File: config.mk
export PLATFORM = sky130hd
export DESIGN_NAME = snack_catalog_flat
export DESIGN_NICKNAME = d
export VERILOG_FILES = /design/src/rtl/snack_catalog_pkg.sv /design/src/rtl/snack_catalog_if.sv /design/src/rtl/snack_catalog_slot_store.sv /design/src/rtl/snack_catalog.sv /design/src/flat_wrapper.sv
export SDC_FILE = /design/constraint.sdc
export NUM_CORES = 1
export LEC_CHECK = 0
export BUFFER_PORTS_ARGS = -buffer_cell sky130_fd_sc_hd__buf_2
export CAP_MARGIN = 25
export CORE_MARGIN = 1
export CORE_UTILIZATION = 41
export CTS_BUF_LIST = sky130_fd_sc_hd__clkbuf_4 sky130_fd_sc_hd__clkbuf_8 sky130_fd_sc_hd__clkbuf_16
export CTS_CLUSTER_DIAMETER = 150
export DETAILED_ROUTE_END_ITERATION = 10
export GPL_TIMING_DRIVEN = 0
export SETUP_SLACK_MARGIN = 0.2
export SLEW_MARGIN = 20
export SYNTH_ARGS = -nofsm -noshare
export SYNTH_HDL_FRONTEND = slang
export SYNTH_HIERARCHICAL = 1
export SYNTH_SLANG_ARGS = --single-unit
File: constraint.sdc
create_clock -name clk -period 6.3 [get_ports clk]
set_input_delay 0.315 -clock clk [delete_from_list [all_inputs] [get_ports clk]]
set_output_delay 0.315 -clock clk [all_outputs]
set_load 0.01 [all_outputs]
File: src/rtl/snack_catalog_pkg.sv
// Shared types and helpers for the snack catalogue: FSM states, keypad digit width,
// and the keypad-code-to-slot mapping.
package snack_pkg;

  localparam int DIGIT_W = 4;

  typedef enum logic [2:0] {
    ST_IDLE,
    ST_GOT1,
    ST_GOT2,
    ST_LOOKUP,
    ST_SHOW,
    ST_ERR
  } state_t;

  // Row and column are decimal digits, so the result never exceeds 99.
  function automatic logic [6:0] code_to_slot(input logic [DIGIT_W-1:0] r,
                                              input logic [DIGIT_W-1:0] c);
    return 7'(r) * 7'd10 + 7'(c);
  endfunction

  function automatic logic code_valid(input logic [6:0] slot, input int num_slots);
    return {25'd0, slot} < num_slots[31:0];
  endfunction

endpackage

File: src/rtl/snack_catalog_if.sv
// Bus between the keypad/payment logic (master) and the catalogue (slave).
// The low_stock signal exists only when SNACK_CATALOG_LOWSTOCK_EN is defined.
interface snack_catalog_if
  import snack_pkg::*;
#(
  parameter int NUM_SLOTS = 40,
  parameter int PRICE_W   = 10,
  parameter int CNT_W     = 4
);
  localparam int SLOT_W = (NUM_SLOTS > 1) ? $clog2(NUM_SLOTS) : 1;

  logic                 digit_valid;
  logic [DIGIT_W-1:0]   digit;
  logic                 clear;
  logic                 cfg_we;
  logic [SLOT_W-1:0]    cfg_slot;
  logic [PRICE_W-1:0]   cfg_price;
  logic [CNT_W-1:0]     cfg_count;
  logic                 vend_req;
  logic                 vend_ack;
  logic                 sel_valid;
  logic [SLOT_W-1:0]    sel_slot;
  logic [PRICE_W-1:0]   snack_price;
  logic                 in_stock;
  logic                 sel_err;
  logic [NUM_SLOTS-1:0] curr_inv;
`ifdef SNACK_CATALOG_LOWSTOCK_EN
  logic [NUM_SLOTS-1:0] low_stock;
`endif

  modport master (
    output digit_valid, digit, clear, cfg_we, cfg_slot, cfg_price, cfg_count, vend_req,
    input  vend_ack, sel_valid, sel_slot, snack_price, in_stock, sel_err, curr_inv
`ifdef SNACK_CATALOG_LOWSTOCK_EN
    , low_stock
`endif
  );

  modport slave (
    input  digit_valid, digit, clear, cfg_we, cfg_slot, cfg_price, cfg_count, vend_req,
    output vend_ack, sel_valid, sel_slot, snack_price, in_stock, sel_err, curr_inv
`ifdef SNACK_CATALOG_LOWSTOCK_EN
    , low_stock
`endif
  );

endinterface

File: src/rtl/snack_catalog_slot_store.sv
// Per-slot price and stock registers with a config write port that overrides a
// same-cycle decrement. Optional low_stock vector under SNACK_CATALOG_LOWSTOCK_EN.
module slot_store
  import snack_pkg::*;
#(
  parameter int NUM_SLOTS  = 40,
  parameter int PRICE_W    = 10,
  parameter int CNT_W      = 4,
  parameter int LOW_THRESH = 2,
  parameter int SLOT_W     = (NUM_SLOTS > 1) ? $clog2(NUM_SLOTS) : 1
)(
  input  logic                 clk,
  input  logic                 rst_n,
  input  logic                 cfg_we_i,
  input  logic [SLOT_W-1:0]    cfg_slot_i,
  input  logic [PRICE_W-1:0]   cfg_price_i,
  input  logic [CNT_W-1:0]     cfg_count_i,
  input  logic                 dec_en_i,
  input  logic [SLOT_W-1:0]    dec_slot_i,
  input  logic [SLOT_W-1:0]    rd_slot_i,
  output logic [PRICE_W-1:0]   rd_price_o,
  output logic                 rd_nz_o,
  output logic [NUM_SLOTS-1:0] curr_inv_o
`ifdef SNACK_CATALOG_LOWSTOCK_EN
  ,
  output logic [NUM_SLOTS-1:0] low_stock_o
`endif
);

  logic [PRICE_W-1:0] price_arr [NUM_SLOTS];

  genvar gi;
  generate
    for (gi = 0; gi < NUM_SLOTS; gi++) begin : g_slot
      logic [PRICE_W-1:0] price_q, price_d;
      logic [CNT_W-1:0]   count_q, count_d;
      logic               cfg_hit, dec_hit;

      // Out-of-range cfg_slot values match no slot and are dropped naturally.
      assign cfg_hit = cfg_we_i && (cfg_slot_i == SLOT_W'(gi));
      assign dec_hit = dec_en_i && (dec_slot_i == SLOT_W'(gi)) && (count_q != '0);

      always_comb begin
        price_d = price_q;
        count_d = count_q;
        if (cfg_hit) begin
          price_d = cfg_price_i;
          count_d = cfg_count_i;
        end else if (dec_hit) begin
          count_d = count_q - CNT_W'(1);
        end
      end

      always_ff @(posedge clk or negedge rst_n) begin
        if (!rst_n) begin
          price_q <= '0;
          count_q <= '0;
        end else begin
          price_q <= price_d;
          count_q <= count_d;
        end
      end

      assign price_arr[gi]  = price_q;
      assign curr_inv_o[gi] = (count_q != '0);

`ifdef SNACK_CATALOG_LOWSTOCK_EN
      logic low_q;
      always_ff @(posedge clk or negedge rst_n) begin
        if (!rst_n) low_q <= 1'b0;
        else        low_q <= (count_d != '0) && (count_d <= CNT_W'(LOW_THRESH));
      end
      assign low_stock_o[gi] = low_q;
`endif
    end
  endgenerate

  assign rd_price_o = price_arr[rd_slot_i];
  assign rd_nz_o    = curr_inv_o[rd_slot_i];

endmodule

File: src/rtl/snack_catalog.sv
// Keypad entry FSM, vend handshake and slot store for the vending catalogue.
// Define SNACK_CATALOG_LOWSTOCK_EN to add the low_stock output.
module snack_catalog
  import snack_pkg::*;
#(
  parameter int NUM_SLOTS  = 40,
  parameter int PRICE_W    = 10,
  parameter int CNT_W      = 4,
  parameter int LOW_THRESH = 2
)(
  input  logic           clk,
  input  logic           rst_n,
  snack_catalog_if.slave bus
);

  localparam int SLOT_W = (NUM_SLOTS > 1) ? $clog2(NUM_SLOTS) : 1;

  state_t             state_q, state_d;
  logic [DIGIT_W-1:0] row_q, row_d, col_q, col_d;
  logic [SLOT_W-1:0]  sel_slot_q, sel_slot_d;
  logic               vend_ack_q, vend_ack_d;
  logic               vend_err_q, vend_err_d;

  logic               digit_ok, code_ok, dec_en, show;
  logic [6:0]         code_slot;
  logic [PRICE_W-1:0] rd_price;
  logic               rd_nz;

  assign digit_ok  = bus.digit_valid && (bus.digit <= DIGIT_W'(9));
  assign code_slot = code_to_slot(row_q, col_q);
  assign code_ok   = code_valid(code_slot, NUM_SLOTS);

  always_ff @(posedge clk or negedge rst_n) begin
    if (!rst_n) begin
      state_q    <= ST_IDLE;
      row_q      <= '0;
      col_q      <= '0;
      sel_slot_q <= '0;
      vend_ack_q <= 1'b0;
      vend_err_q <= 1'b0;
    end else begin
      state_q    <= state_d;
      row_q      <= row_d;
      col_q      <= col_d;
      sel_slot_q <= sel_slot_d;
      vend_ack_q <= vend_ack_d;
      vend_err_q <= vend_err_d;
    end
  end

  always_comb begin
    state_d    = state_q;
    row_d      = row_q;
    col_d      = col_q;
    sel_slot_d = sel_slot_q;
    unique case (state_q)
      ST_IDLE: if (digit_ok) state_d = (bus.digit == DIGIT_W'(1)) ? ST_GOT1 : ST_ERR;
      ST_GOT1: if (digit_ok) begin
        row_d   = bus.digit;
        state_d = ST_GOT2;
      end
      ST_GOT2: if (digit_ok) begin
        col_d   = bus.digit;
        state_d = ST_LOOKUP;
      end
      ST_LOOKUP: begin
        if (code_ok) begin
          sel_slot_d = SLOT_W'(code_slot);
          state_d    = ST_SHOW;
        end else begin
          state_d = ST_ERR;
        end
      end
      // A vend request outranks a fresh digit arriving in the same cycle.
      ST_SHOW: begin
        if (bus.vend_req)  state_d = ST_IDLE;
        else if (digit_ok) state_d = (bus.digit == DIGIT_W'(1)) ? ST_GOT1 : ST_ERR;
      end
      ST_ERR:  state_d = ST_IDLE;
      default: state_d = ST_IDLE;
    endcase
    if (bus.clear) state_d = ST_IDLE;
  end

  always_comb begin
    show            = (state_q == ST_SHOW);
    dec_en          = show && bus.vend_req && !bus.clear && rd_nz;
    vend_ack_d      = dec_en;
    vend_err_d      = show && bus.vend_req && !bus.clear && !rd_nz;
    bus.sel_valid   = show;
    bus.sel_slot    = show ? sel_slot_q : '0;
    bus.snack_price = show ? rd_price : '0;
    bus.in_stock    = show && rd_nz;
    bus.sel_err     = (state_q == ST_ERR) || vend_err_q;
    bus.vend_ack    = vend_ack_q;
  end

  slot_store #(
    .NUM_SLOTS (NUM_SLOTS),
    .PRICE_W   (PRICE_W),
    .CNT_W     (CNT_W),
    .LOW_THRESH(LOW_THRESH),
    .SLOT_W    (SLOT_W)
  ) u_store (
    .clk        (clk),
    .rst_n      (rst_n),
    .cfg_we_i   (bus.cfg_we),
    .cfg_slot_i (bus.cfg_slot),
    .cfg_price_i(bus.cfg_price),
    .cfg_count_i(bus.cfg_count),
    .dec_en_i   (dec_en),
    .dec_slot_i (sel_slot_q),
    .rd_slot_i  (sel_slot_q),
    .rd_price_o (rd_price),
    .rd_nz_o    (rd_nz),
    .curr_inv_o (bus.curr_inv)
`ifdef SNACK_CATALOG_LOWSTOCK_EN
    ,
    .low_stock_o(bus.low_stock)
`endif
  );

endmodule

File: src/flat_wrapper.sv
// flat-port wrapper written by rule: the top's interface ports become plain ports
module snack_catalog_flat import snack_pkg::*;
#(
  parameter int NUM_SLOTS  = 40,
  parameter int PRICE_W    = 10,
  parameter int CNT_W      = 4,
  parameter int LOW_THRESH = 2
)
  (clk, rst_n, bus_digit_valid, bus_digit, bus_clear, bus_cfg_we, bus_cfg_slot, bus_cfg_price, bus_cfg_count, bus_vend_req, bus_vend_ack, bus_sel_valid, bus_sel_slot, bus_snack_price, bus_in_stock, bus_sel_err, bus_curr_inv);
  snack_catalog_if #(.NUM_SLOTS(NUM_SLOTS), .PRICE_W(PRICE_W), .CNT_W(CNT_W)) bus_i ();
  input  logic clk;
  input  logic rst_n;
  input wire logic [$bits(bus_i.digit_valid)-1:0] bus_digit_valid;
  input wire logic [$bits(bus_i.digit)-1:0] bus_digit;
  input wire logic [$bits(bus_i.clear)-1:0] bus_clear;
  input wire logic [$bits(bus_i.cfg_we)-1:0] bus_cfg_we;
  input wire logic [$bits(bus_i.cfg_slot)-1:0] bus_cfg_slot;
  input wire logic [$bits(bus_i.cfg_price)-1:0] bus_cfg_price;
  input wire logic [$bits(bus_i.cfg_count)-1:0] bus_cfg_count;
  input wire logic [$bits(bus_i.vend_req)-1:0] bus_vend_req;
  output wire logic [$bits(bus_i.vend_ack)-1:0] bus_vend_ack;
  output wire logic [$bits(bus_i.sel_valid)-1:0] bus_sel_valid;
  output wire logic [$bits(bus_i.sel_slot)-1:0] bus_sel_slot;
  output wire logic [$bits(bus_i.snack_price)-1:0] bus_snack_price;
  output wire logic [$bits(bus_i.in_stock)-1:0] bus_in_stock;
  output wire logic [$bits(bus_i.sel_err)-1:0] bus_sel_err;
  output wire logic [$bits(bus_i.curr_inv)-1:0] bus_curr_inv;
  assign bus_i.digit_valid = bus_digit_valid;
  assign bus_i.digit = bus_digit;
  assign bus_i.clear = bus_clear;
  assign bus_i.cfg_we = bus_cfg_we;
  assign bus_i.cfg_slot = bus_cfg_slot;
  assign bus_i.cfg_price = bus_cfg_price;
  assign bus_i.cfg_count = bus_cfg_count;
  assign bus_i.vend_req = bus_vend_req;
  assign bus_vend_ack = bus_i.vend_ack;
  assign bus_sel_valid = bus_i.sel_valid;
  assign bus_sel_slot = bus_i.sel_slot;
  assign bus_snack_price = bus_i.snack_price;
  assign bus_in_stock = bus_i.in_stock;
  assign bus_sel_err = bus_i.sel_err;
  assign bus_curr_inv = bus_i.curr_inv;
  snack_catalog #(.NUM_SLOTS(NUM_SLOTS), .PRICE_W(PRICE_W), .CNT_W(CNT_W), .LOW_THRESH(LOW_THRESH)) u_core (.clk(clk), .rst_n(rst_n), .bus(bus_i));
endmodule
# After elaboration in Yosys (flattened, before gate mapping)
# Cells that the tools add are included.
[word_totals]
register_bits = 579
elab_cells = 530
in_bits = 30
[classes]
addsub = 41
n_reduce_logical = 216
n_bitwise = 1
order_cmp = 4
mux = 95
n_eq_ne = 86
n_mul = 1
[ops]
columns = ["operator", "n"]
rows = [
  ["two-way mux 4 bit", 80],
  ["equality test 6 x 5 -> 1 bit (second input constant)", 32],
  ["nonzero test 4 bit", 40],
  ["subtractor 4 x 1 -> 4 bit (second input constant)", 40],
  ["logical AND 1 bit", 126],
  ["equality test 6 x 4 -> 1 bit (second input constant)", 16],
  ["equality test 6 bit (second input constant)", 16],
  ["nonzero test 2 bit", 40],
  ["binary-select mux 10 bit (select 6 bit)", 1],
  ["equality test 6 x 3 -> 1 bit (second input constant)", 8],
  ["two-way mux 10 bit", 3],
  ["equality test 6 x 2 -> 1 bit (second input constant)", 4],
  ["two-way mux 3 bit", 6],
  ["case mux 3 bit (5 select lines)", 1],
  ["equality test 6 x 1 -> 1 bit (second input constant)", 2],
  ["zero test 6 bit", 2],
  ["AND reduction 2 bit", 4],
  ["adder 7 x 4 -> 7 bit", 1],
  ["greater-or-equal comparator 7 bit (second input constant)", 1],
  ["less-than comparator 6 x 7 -> 1 bit (second input constant)", 1],
  ["less-than comparator 7 x 6 -> 1 bit (second input constant)", 1],
  ["inverter 6 -> 7 bit", 1],
  ["binary-select mux 1 bit (select 6 bit)", 1],
  ["equality test 3 x 2 -> 1 bit (second input constant)", 2],
  ["11 further kinds", 15],
]

# Longest topological paths before layout
# Gate-level depths: netlist of the first run.
[depth]
depth_word = 8
mapped_depth = 17

# Cells and area by module
# The synthesis of the first run kept the hierarchy.
[by_module_without_submodules]
columns = ["module", "area_per_inst_um2", "n_inst", "cells_per_inst", "seq_area_each_um2"]
rows = [
  ["slot_store", 28322.2, 1, 2282, 14013.4],
  ["snack_catalog", 1238.7, 1, 118, 475.5],
]

# Worst setup path before layout of the first run
# Ideal clock, no wire load.
[synth_path]
path_kind = "register to register"
from = "register u_core.sel_slot_q[0]"
to = "register u_core.u_store.g_slot[11].count_q[3]"
t_arrival_ns = 3.678
setup_slack_ns = 2.497
setup_ns = 0.125
path_stages_with_launch = 16
t_required_ns = 6.175
path_cell_list = "dfrtp_1 buf_6 buf_2 mux4_2 nor2_1 a21oi_1 or3_1 o31ai_1 and2_1 and3b_1 or3b_4 or2_4 nor3_4 nand2_1 xnor2_1 mux2_2"
[synth_via]
elab_chain_cells = 6
[synth_rtl]
columns = ["element", "line_no", "text"]
rows = [
  ["start: declaration", "snack_catalog.sv:20", "logic [SLOT_W-1:0] sel_slot_q, sel_slot_d;"],
  ["start signal: assignment", "snack_catalog.sv:45", "sel_slot_q <= sel_slot_d;"],
  ["binary-select mux 1 bit (select 6 bit)", "snack_catalog_slot_store.sv:79", "assign rd_nz_o = curr_inv_o[rd_slot_i];"],
  ["two-way mux 1 bit (implied by the code)", "snack_catalog_slot_store.sv:79", ""],
  ["via u_core.rd_nz", "snack_catalog.sv:27", "logic rd_nz;"],
  ["logical AND 1 bit", "snack_catalog.sv:87", "dec_en = show && bus.vend_req && !bus.clear && rd_nz;"],
  ["via u_core.dec_en", "snack_catalog.sv:24", "logic digit_ok, code_ok, dec_en, show;"],
  ["logical AND 1 bit (2 in series)", "snack_catalog_slot_store.sv:41", "assign dec_hit = dec_en_i && (dec_slot_i == SLOT_W'(gi)) && (count_q != '0);"],
  ["nonzero test 2 bit (no source line)", "-", ""],
  ["end signal: assignment", "snack_catalog_slot_store.sv:60", "count_q <= count_d;"],
  ["end: declaration", "snack_catalog_slot_store.sv:36", "logic [CNT_W-1:0] count_q, count_d;"],
]
# The timed path passes the listed nets, and every way through them passes these cells. The select of a mux whose other input is x is not followed.
# A chain may end at the register's enable or synchronous reset.

# Worst setup path after layout of the first run
[layout_path]
from = "register u_core.sel_slot_q[1]"
to = "register u_core.u_store.g_slot[31].count_q[3]"
[layout_via]
elab_chain_cells = 6
[layout_rtl]
columns = ["element", "line_no"]
rows = [
  ["binary-select mux 1 bit (select 6 bit)", "snack_catalog_slot_store.sv:79"],
  ["two-way mux 1 bit (implied by the code)", "snack_catalog_slot_store.sv:79"],
  ["via u_core.rd_nz", "snack_catalog.sv:27"],
  ["logical AND 1 bit", "snack_catalog.sv:87"],
  ["via u_core.dec_en", "snack_catalog.sv:24"],
  ["logical AND 1 bit (2 in series)", "snack_catalog_slot_store.sv:41"],
  ["nonzero test 2 bit (no source line)", "-"],
  ["end signal: assignment", "snack_catalog_slot_store.sv:60"],
  ["end: declaration", "snack_catalog_slot_store.sv:36"],
]
# The timed path passes the listed nets, and every way through them passes these cells. The select of a mux whose other input is x is not followed.

==> results.cfg, run 1 <==
[power_and_ir_drop]
total_power_w = 0.0113
power_density_mw_per_mm2 = 336
peakVddDrop_mv = 0.266
p_leak_nw = 15.1

[setup_path]
crit_path_max_fanout = 10
crit_path_end_kind = flip-flop
reg2reg_from = u_core/sel_slot_q[1]
crit_required_ps = 6830
slowest_delay_ps = 900
timing.critical_path.mode_cell = buf_1
start_kind = flip-flop
crit_chain = buf_2 -> buf_1 -> buf_1 -> a32oi_1 -> a41oi_1 -> nor3_1 -> o31ai_1 -> and2_1 -> and3b_1 -> nand3b_1 -> nor4_1 -> nand2_1 -> xnor2_1 -> mux2_2
arrival_ps = 6430
ff2ff_path_depth = 14
crit_slowest_cell = nor4_1
reg2reg_to = u_core/u_store/g_slot[31].count_q[3]
rrSetupSlack_ps = 390
worst-setup-path-type = reg2reg

[synthesis]
netlist_instances = 2400
ys_ff_latch = 579
synth.distinct_cells = 67
netlist.top_cell.by_area = dfrtp_1
syn_area_sq_mm = 0.0296
synth-seq-area-share_pct = 49.0
synth_edf_count = 0
async_flop_share_pct = 100
ys_warn_count = 6
synth_top_area_share_pct = 49.0
synth_nets = 2511
yosys-top-cells-area = dfrtp_1, mux2_2, mux4_2
ys.flop_type = dfrtp_1
syn_area_per_cell_sq_um = 12.3

[global_routing]
grt_first_pass_wirelength_um = 124000
grt_antenna_before_repair = 4
grt_util_all_layers_pct = 22.2
grt_max_degree = 97
overflow = 0
grt_pass1_vias = 20429

[timing]
rsz0062_at_grt = false
setup_viol = 0
post-route-period-util_pct = 93.8
fin_crit_ps = 5910
relSlewSlack_pct = 30.3
worstMarginPinSlew_ps = 1040
clock.fmax_mhz = 169
skew_ps = 20.3
slew_violations = 0
layout_setup_ws_ps = 394
hold_viol_final = 0

[worst_hold_path]
hold_start = bus_digit_valid
worstHoldPathCells = 3
min_to = u_core/state_q[1]
hp-class = in2reg

[detailed_routing]
drcViolationCount = 2
via_per_inst = 5.55
drtIter0Drc = 1488
drt_first_pass_iters = 9
antenna_left = 0
routed_wl_um = 80700
post_drt_wl_per_cell_um = 22.7
vias = 19708

[clock_tree]
cts_tree = yes
htreeDepth = 2
ctsLongestPathBuffers = 3
clk_pin_slew_ps = 60
cts_setup_buffers = 0
clock_latency_ps = 640
cts-root-buf = clkbuf_16
cts_buffers = 61
cts-hold-fix-buffers = 6
clock_sinks = 579
cts-resized-gates = 0

[floorplan]
die_h_um = 271
coreArea_sq_mm = 0.0714
design.die.area_sq_mm = 0.0732
start_util_pct = 41.4
pin_count = 90
die_width_um = 271
row_count = 98

[finish]
areaGrowthSynthToFinish_pct = 13.7
drive_gt1_share_pct = 31.9
final_cell_area_sq_mm = 0.0336
final_common_cell = dfrtp_1
fin_nets = 2661
fin_cells = 3552
final_cell_mix = dfrtp_1, mux2_2, nand2_1

[run_status]
status = finished, violations left
violations = design-rule violations

[place]
dp_cells = 3430
place_ws_ps = 539
gp_congestion = 0.929
place_area_sq_mm = 0.0313
hpwlAfterDp_um = 58900
port_buffers = 73

[run]
maxCapViolCount = 0
critical path, delay by kind of cell, from the launching register on:
family                 cells  cell delay [ps]
XOR/XNOR                   1              180
flip-flops                 1              520
AO/OA/AOI/OAI              3             1000
AND/OR/NAND/NOR            6             2110
buffers and inverters      3             1720
multiplexers               1              250
metrics by stage:
step	util (%)	hold slack, ps	setup TNS [ps]
finish	47.1	40.8	0
global placement	43.6	481	-3919200
CTS	47.1	1.18	0
floorplan	-	19.4	0
global route	47.1	34.2	0
detailed placement	43.9	341	0
cell usage after synthesis, types with 15 or more instances:
cell type / count
dfrtp_1: 579
mux2_2: 431
nand2_1: 197
nor2_1: 145
mux4_2: 122
clkbuf_1: 109
inv_1: 102
a21oi_1: 95
ha_1: 79
o21ai_0: 72
xnor2_1: 67
xor2_1: 57
nor3_1: 47
buf_2: 35
mux2i_1: 28
and2_1: 21
and3_1: 21
nor3b_1: 15
routing by layer:
layer | GRT usage [%] | vias to the layer above | share of wire [%]
met3 | 3.87 | 128 | 5.9
met2 | 35.6 | 556 | 47
met1 | 30.5 | 10264 | 44
met5 | 0 | - | 0
met4 | 7.02 | 0 | 2.8
li1 | - | 8760 | -
kinds of logic (layout without fill, tap and decap cells):
| kind of cell | count (synthesis) | in the layout | synth area share, % |
|---|---|---|---|
| adder cells (fa/ha/maj) | 81 | 81 | 3.48 |
| buffers and inverters | 269 | 468 | 3.77 |
| AND/OR/NAND/NOR | 538 | 538 | 8.88 |
| XOR/XNOR | 124 | 124 | 3.67 |
| AO/OA/AOI/OAI | 228 | 228 | 4.53 |
| multiplexers | 581 | 581 | 26.7 |
| flip-flops | 579 | 579 | 49.0 |
| other | 0 | 3 | 0 |
how the worst max path moves through the flow:
stage	startpoint	endpoint	slack, ps
finish	u_core/sel_slot_q[1]	u_core/u_store/g_slot[31].count_q[3]	390
global route	u_core/sel_slot_q[1]	u_core/u_store/g_slot[31].count_q[3]	220
CTS	u_core/sel_slot_q[1]	u_core/u_store/g_slot[31].count_q[3]	530
detailed placement	u_core/sel_slot_q[1]	u_core/u_store/g_slot[31].count_q[3]	540
global placement	rst_n	u_core/u_store/g_slot[15].price_q[4]	-6860
floorplan	u_core/sel_slot_q[0]	u_core/u_store/g_slot[11].count_q[3]	2500
sequential cells by signal (all words and copies together) (netlist names):
signal	flops
u_core/bus.vend_ack	1
u_core/col_q	4
u_core/row_q	4
u_core/sel_slot_q	6
u_core/state_q	3
u_core/u_store/g_slot.count_q	160
u_core/u_store/g_slot.price_q	400
u_core/vend_err_q	1
layout make-up:
class,count,area [sq um]
diodes,3,7.51
plain buffers,166,727
clock buffers,85,1810
clock inverters,27,398
fillers,6417,37800
inverters,103,387
multi-input cells,1552,14000
flip-flops and latches,579,14500
well taps,950,1190
repair buffers,87,616
power by group:
part / switching (W) / total (W) / internal (W) / leakage [nW]
combinational: 0.00150 / 0.00272 / 0.00122 / 6.43
clock: 0.00156 / 0.00389 / 0.00234 / 1.10
sequential: 0.000398 / 0.00468 / 0.00428 / 7.57
No activity file was read; power rests on OpenSTA's default activity.
==> inputs of run 2 (changes only) <==
Settings changed: ABC_AREA from default to 1.
==> run 2 against run 1 <==
Net effect:
- the flow now finishes without violations
- clock skew increased by 4.1 ps
- global-route usage increased by 8.0 points
- synthesized cell count increased by 58%
- area after synthesis increased by 1.2%
- total power decreased by 4.1%
- clock-buffer cell count increased by 18
- critical path type unchanged
- largest power group unchanged
==> results.cfg, run 2 <==
[run_status]
status = finished clean

[synthesis]
syn_area_sq_mm = 0.0299
synth_nets = 3893
synthTopCellsByCount = nand2_1, dfrtp_1, o21ai_0
syn_area_per_cell_sq_um = 7.91
synth_edf_count = 0
synth-seq-area-share_pct = 48.4
netlist_instances = 3782
synth.distinct_cells = 47
ys.flop_type = dfrtp_1
ys_warn_count = 6
yosys-top-cells-area = dfrtp_1, nand2_1, o21ai_0
ys_ff_latch = 579
synth_top_area_share_pct = 48.4
synth.most_common_cell = nand2_1
netlist.top_cell.by_area = dfrtp_1
async_flop_share_pct = 100

[power_and_ir_drop]
power_switching_w = 0.00325
pwr-share-comb_pct = 17.5
p_int_w = 0.00758
total_power_w = 0.0108
p_seq_share_pct = 42.5
peakVddDrop_mv = 0.244
pwr-share-clk_pct = 40.0
sw_frac_of_total_pct = 30.0
p_leak_nw = 16.1
power_density_mw_per_mm2 = 315

[clock_tree]
ctsLongestPathBuffers = 3
cts_setup_buffers = 0
cts_tree = yes
clock_sinks = 579
clk_pin_slew_ps = 60
cts-root-buf = clkbuf_16
clock_latency_ps = 630
cts_buffers = 70
htreeDepth = 3

[finish]
regMostFlops = u_core/u_store/g_slot.price_q
final_cell_mix = nand2_1, dfrtp_1, o21ai_0
fin_cells = 4967
final_common_cell = nand2_1
drive_gt1_share_pct = 8.07
multi_input_area_sq_mm = 0.0132
areaGrowthSynthToFinish_pct = 14.7
reg_top3 = u_core/u_store/g_slot.price_q x400, u_core/u_store/g_slot.count_q x160, u_core/sel_slot_q x6
seqCellArea_sq_mm = 0.0145
fillers = 7246
fin_nets = 4073
final_util_pct = 47.8
largest_reg_flops = 400
antennaDiodeCount = 0

[setup_path]
worst-setup-path-type = reg2reg
crit_path_end_kind = flip-flop
reg2reg_from = u_core/sel_slot_q[0]
crit_path_max_fanout = 10
endpoint = u_core/u_store/g_slot[36].count_q[2]
start_kind = flip-flop
rrSetupSlack_ps = 590
crit_path_start = u_core/sel_slot_q[0]
arrival_ps = 6170
reg2reg_to = u_core/u_store/g_slot[36].count_q[2]
ff2ff_path_depth = 18
crit_required_ps = 6760

[worst_hold_path]
hold_start = bus_cfg_price[9]
hp-class = in2reg

[floorplan]
coreArea_sq_mm = 0.0719
design.die.area_sq_mm = 0.0741
start_util_pct = 41.6
die_width_um = 272
die_h_um = 272
row_count = 98
pin_count = 90

[timing]
setup_viol = 0
relSlewSlack_pct = 24.3
post-route-period-util_pct = 90.6
fin_crit_ps = 5710
skew_ps = 24.4
slew_violations = 0
worstMarginPinSlew_ps = 1140
hold_viol_final = 0
finalSetupTns_ps = 0
hold-worst-slack_ps = 41.5
clock.fmax_mhz = 175
rsz0062_at_grt = false

[global_routing]
grtUsageMet2_pct = 46.4
grt_antenna_before_repair = 1
grt_pass1_vias = 26052
gr-max-usage-layer = met2
grt_max_degree = 94
overflow = 0
grt_first_pass_wirelength_um = 167000
grt_util_all_layers_pct = 30.2
use_met3_pct = 4.49
grtUsageMet1_pct = 41.9

[detailed_routing]
vias = 28026
drcViolationCount = 0
antenna_left = 0
via_per_inst = 5.64
drt_first_pass_iters = 6
drtIter0Drc = 2828
post_drt_wl_per_cell_um = 22.7
routed_wl_um = 113000

[place]
hpwlAfterDp_um = 81700
dp_cells = 4826
gp_congestion = 0.970
port_buffers = 87

[run]
maxCapViolCount = 0
run 2: changes by cell type after synthesis, moves of 53 or more:
| cell | delta |
|---|---|
| nand2_1 | +783 |
| o21ai_0 | +450 |
| mux2_2 | -431 |
| nand3_1 | +315 |
| inv_1 | +175 |
| mux4_2 | -122 |
| clkbuf_1 | +85 |
| o21ai_1 | +64 |
| xnor2_1 | -62 |
| nor2_1 | +54 |
| o221ai_1 | +53 |
run 2: through the flow:
step | setup slack (ps) | area (sq um)
2_1_floorplan | 3070 | 29900
3_3_place_gp | -7750 | 31500
3_5_place_dp | 569 | 31700
4_1_cts | 556 | 34300
5_1_grt | 397 | 34300
6_report | 592 | 34300
run 2: what timing repair did:
item / CTS / global route
gates resized for setup: 0 / 0
hold endpoints to repair: 67 / 0
hold buffers: 14 / 0
run 2: cell families (layout without fill, tap and decap cells):
logic type | Yosys count | in the layout | synth area share [%]
fa+ha+maj | 81 | 81 | 3.44
xor+xnor | 65 | 65 | 1.93
flops | 579 | 579 | 48.4
buf+inv | 560 | 795 | 7.31
compound gates | 920 | 920 | 17.1
simple gates | 1577 | 1577 | 21.8
run 2: final cells by class:
type                    instances  area share [%]
inverters                     305            3.37
clock buffers                 103            6.23
multi-input cells            2643            38.6
repair buffers                108            2.22
flip-flops and latches        579            42.2
well taps                     950            3.46
clock inverters                24           0.937
plain buffers                 255            3.00
run 2: critical path, stage by stage (launching register included):
cell	delay (ps)
dfrtp_1	830
buf_2	360
buf_2	340
buf_2	430
buf_2	320
nor2_1	80
o221ai_1	180
nand3_1	210
nand2_1	280
inv_1	90
nor4_1	290
clkdlybuf4s18_2	340
inv_1	80
nor3_2	640
inv_1	190
nor3_1	340
or2_2	170
clkbuf_1	210
o221ai_1	140
run 2: worst min path at each step:
stage | to | slack, ps | cells after the start
2_1_floorplan | u_core/bus.vend_ack | 20 | 0
3_3_place_gp | u_core/u_store/g_slot[6].count_q[0] | 460 | 1
3_5_place_dp | u_core/row_q[2] | 290 | 1
4_1_cts | u_core/row_q[3] | 10 | 3
5_1_grt | u_core/u_store/g_slot[32].price_q[2] | 50 | 3
6_report | u_core/u_store/g_slot[32].price_q[9] | 40 | 3
run 2: power groups by stage:
stage	clock network, W	registers [W]	logic [W]
2_1_floorplan	0	0.00456	0.00126
3_3_place_gp	0	0.00465	0.00182
3_5_place_dp	0	0.00465	0.00186
4_1_cts	0.00438	0.00459	0.00188
5_1_grt	0.00453	0.00466	0.00213
6_report	0.00433	0.00460	0.00190
run 2: layer usage:
metal / routed length, um / share of wire [%] / vias up
met5: 0 / 0 / -
met4: 5610 / 5.0 / 0
met3: 8940 / 7.9 / 244
met2: 49500 / 44 / 1258
met1: 48400 / 43 / 13595
li1: - / - / 12929
==> inputs of run 3 (changes only) <==
Settings changed: CORE_UTILIZATION 41 to 45.
==> run 3 against run 2 <==
Net effect:
- sequential power about the same
- cell count is 1.8% lower
- maximum frequency rose by 0.84%
- flip-flop and latch count unchanged
- register-to-register slack improved by 50 ps
- non-clock buffer count grew 4
- critical path type unchanged
- critical endpoint is now u_core/u_store/g_slot[36].count_q[3]
- largest power group unchanged
- highest routed layer is now met5
==> results.cfg, run 3 (synthesized netlist as in run 2, its figures left out) <==
[timing]
rsz0062_at_grt = false
fin_crit_ps = 5660
post-route-period-util_pct = 89.8
relSlewSlack_pct = 24.7
slew_violations = 0
worstMarginPinSlew_ps = 1130
setup_viol = 0
hold_viol_final = 0
skew_ps = 12.7
clock.fmax_mhz = 177

[finish]
regMostFlops = u_core/u_store/g_slot.price_q
areaGrowthSynthToFinish_pct = 13.8
fin_nets = 4075
largest_reg_flops = 400
multi_input_area_sq_mm = 0.0133
seqCellArea_sq_mm = 0.0145
reg_top3 = u_core/u_store/g_slot.price_q x400, u_core/u_store/g_slot.count_q x160, u_core/sel_slot_q x6
final_cell_mix = nand2_1, dfrtp_1, o21ai_0
drive_gt1_share_pct = 7.95
fin_cells = 4879
final_common_cell = nand2_1
final_util_pct = 51.8
fillers = 6485
antennaDiodeCount = 0

[global_routing]
grt_max_degree = 94
overflow = 0
grt_antenna_before_repair = 3
grt_util_all_layers_pct = 33.4
grt_pass1_vias = 26016
grt_first_pass_wirelength_um = 167000

[place]
dp_cells = 4741
hpwlAfterDp_um = 82100
gp_congestion = 1.05
port_buffers = 87

[detailed_routing]
post_drt_wl_per_cell_um = 23.1
via_per_inst = 5.76
wl_met2_um = 49300
antenna_left = 0
vias = 28113
drcViolationCount = 0
routed.top_layer = met5
routed_wl_um = 113000
dr_wl_met3_um = 9760
wirelength_met1_um = 48200
drtIter0Drc = 3586
drt_first_pass_iters = 5

[setup_path]
path_delay_family = buffers and inverters
crit_required_ps = 6750
crit_chain = buf_2 -> buf_2 -> buf_2 -> buf_2 -> nor2_1 -> o221ai_1 -> nand3_1 -> nand2_1 -> inv_1 -> nor4_2 -> inv_1 -> nor3_4 -> inv_1 -> nor3_1 -> or2_2 -> clkbuf_1 -> o221ai_1
crit_slowest_cell = dfrtp_1
start_kind = flip-flop
timing.critical_path.mode_cell = buf_2
crit_path_end_kind = flip-flop
path_buf_inv = 8
slowest_delay_ps = 810
crit_path_max_fanout = 10
arrival_ps = 6110
worst-setup-path-type = reg2reg

[floorplan]
design.die.area_sq_mm = 0.0675
die_width_um = 260
die_h_um = 260
coreArea_sq_mm = 0.0657
row_count = 94
start_util_pct = 45.5
pin_count = 90

[power_and_ir_drop]
power_density_mw_per_mm2 = 307
p_leak_nw = 16.0
peakVddDrop_mv = 0.201
total_power_w = 0.0105

[clock_tree]
cts-root-buf = clkbuf_16
ctsLongestPathBuffers = 3
cts_buffers = 68
cts_setup_buffers = 0
htreeDepth = 3
clock_latency_ps = 620
clock_sinks = 579
cts_tree = yes
clk_pin_slew_ps = 60

[worst_hold_path]
hp-class = in2reg

[run_status]
status = finished clean

[run]
maxCapViolCount = 0
[run 3: cell count changes in the layout (fill, tap and decap cells not counted), moves of 2 or more]
cell and change:
clkbuf_16 -5, clkbuf_8 +6, clkinvlp_4 +2, dlygate4sd3_1 +3, inv_6 +4, bufinv_16 -7, clkbuf_4 -4
[run 3: path summary, 6_finish.rpt]
path,slack (ps),cells past startpoint,start,endpoint
max in group asynchronous,4490,5,rst_n,u_core/u_store/g_slot[31].price_q[7]
min in group asynchronous,210,2,rst_n,u_core/row_q[2]
setup / recovery,640,17,u_core/sel_slot_q[0],u_core/u_store/g_slot[36].count_q[3]
hold / removal,80,3,bus_digit_valid,u_core/state_q[1]
setup reg to reg,640,17,u_core/sel_slot_q[0],u_core/u_store/g_slot[36].count_q[3]
hold reg to reg,470,1,u_core/u_store/g_slot[0].count_q[0],u_core/u_store/g_slot[0].count_q[0]
[run 3: area by class of cell]
cell class,count,share of cell area (%)
Tap cell,864,3.18
Buffer,255,3.02
Clock buffer,100,6.07
Inverter,305,3.40
Multi-Input combinational cell,2643,38.9
Sequential cell,579,42.6
Clock inverter,21,0.401
Timing Repair Buffer,112,2.41
[run 3: through the flow]
stage / hold slack [ps] / TNS, ps / setup slack (ps) / cell area [sq um]
detailed placement: 296 / 0 / 443 / 31700
global placement: 457 / -4438860 / -7740 / 31400
global route: 119 / 0 / 356 / 34000
finish: 81.6 / 0 / 640 / 34000
CTS: 52.4 / 0 / 406 / 34000
floorplan: 19.4 / 0 / 3070 / 29900
[run 3: repair_timing]
action                                  in CTS  in global routing
resized for setup                            0                  1
endpoints found under the setup margin       0                  3
hold buffers                                17                  0
endpoints found under the hold margin       77                  0
[run 3: worst min-delay path, delay by kind of cell]
family          cells  cell delay (ps)
buf+inv             1              110
compound gates      2              240
[run 3: report_power, final]
group          switching (W)  internal (W)  leakage, nW
logic                0.00125      0.000662         7.52
registers           0.000335       0.00427         7.35
clock network        0.00166       0.00228         1.12
[run 3: routing by layer]
layer | global-route usage [%] | up-vias
li1 | - | 12937
met1 | 47.1 | 13673
met2 | 50.0 | 1254
met3 | 5.55 | 245
met4 | 16.0 | 4
met5 | 0 | -
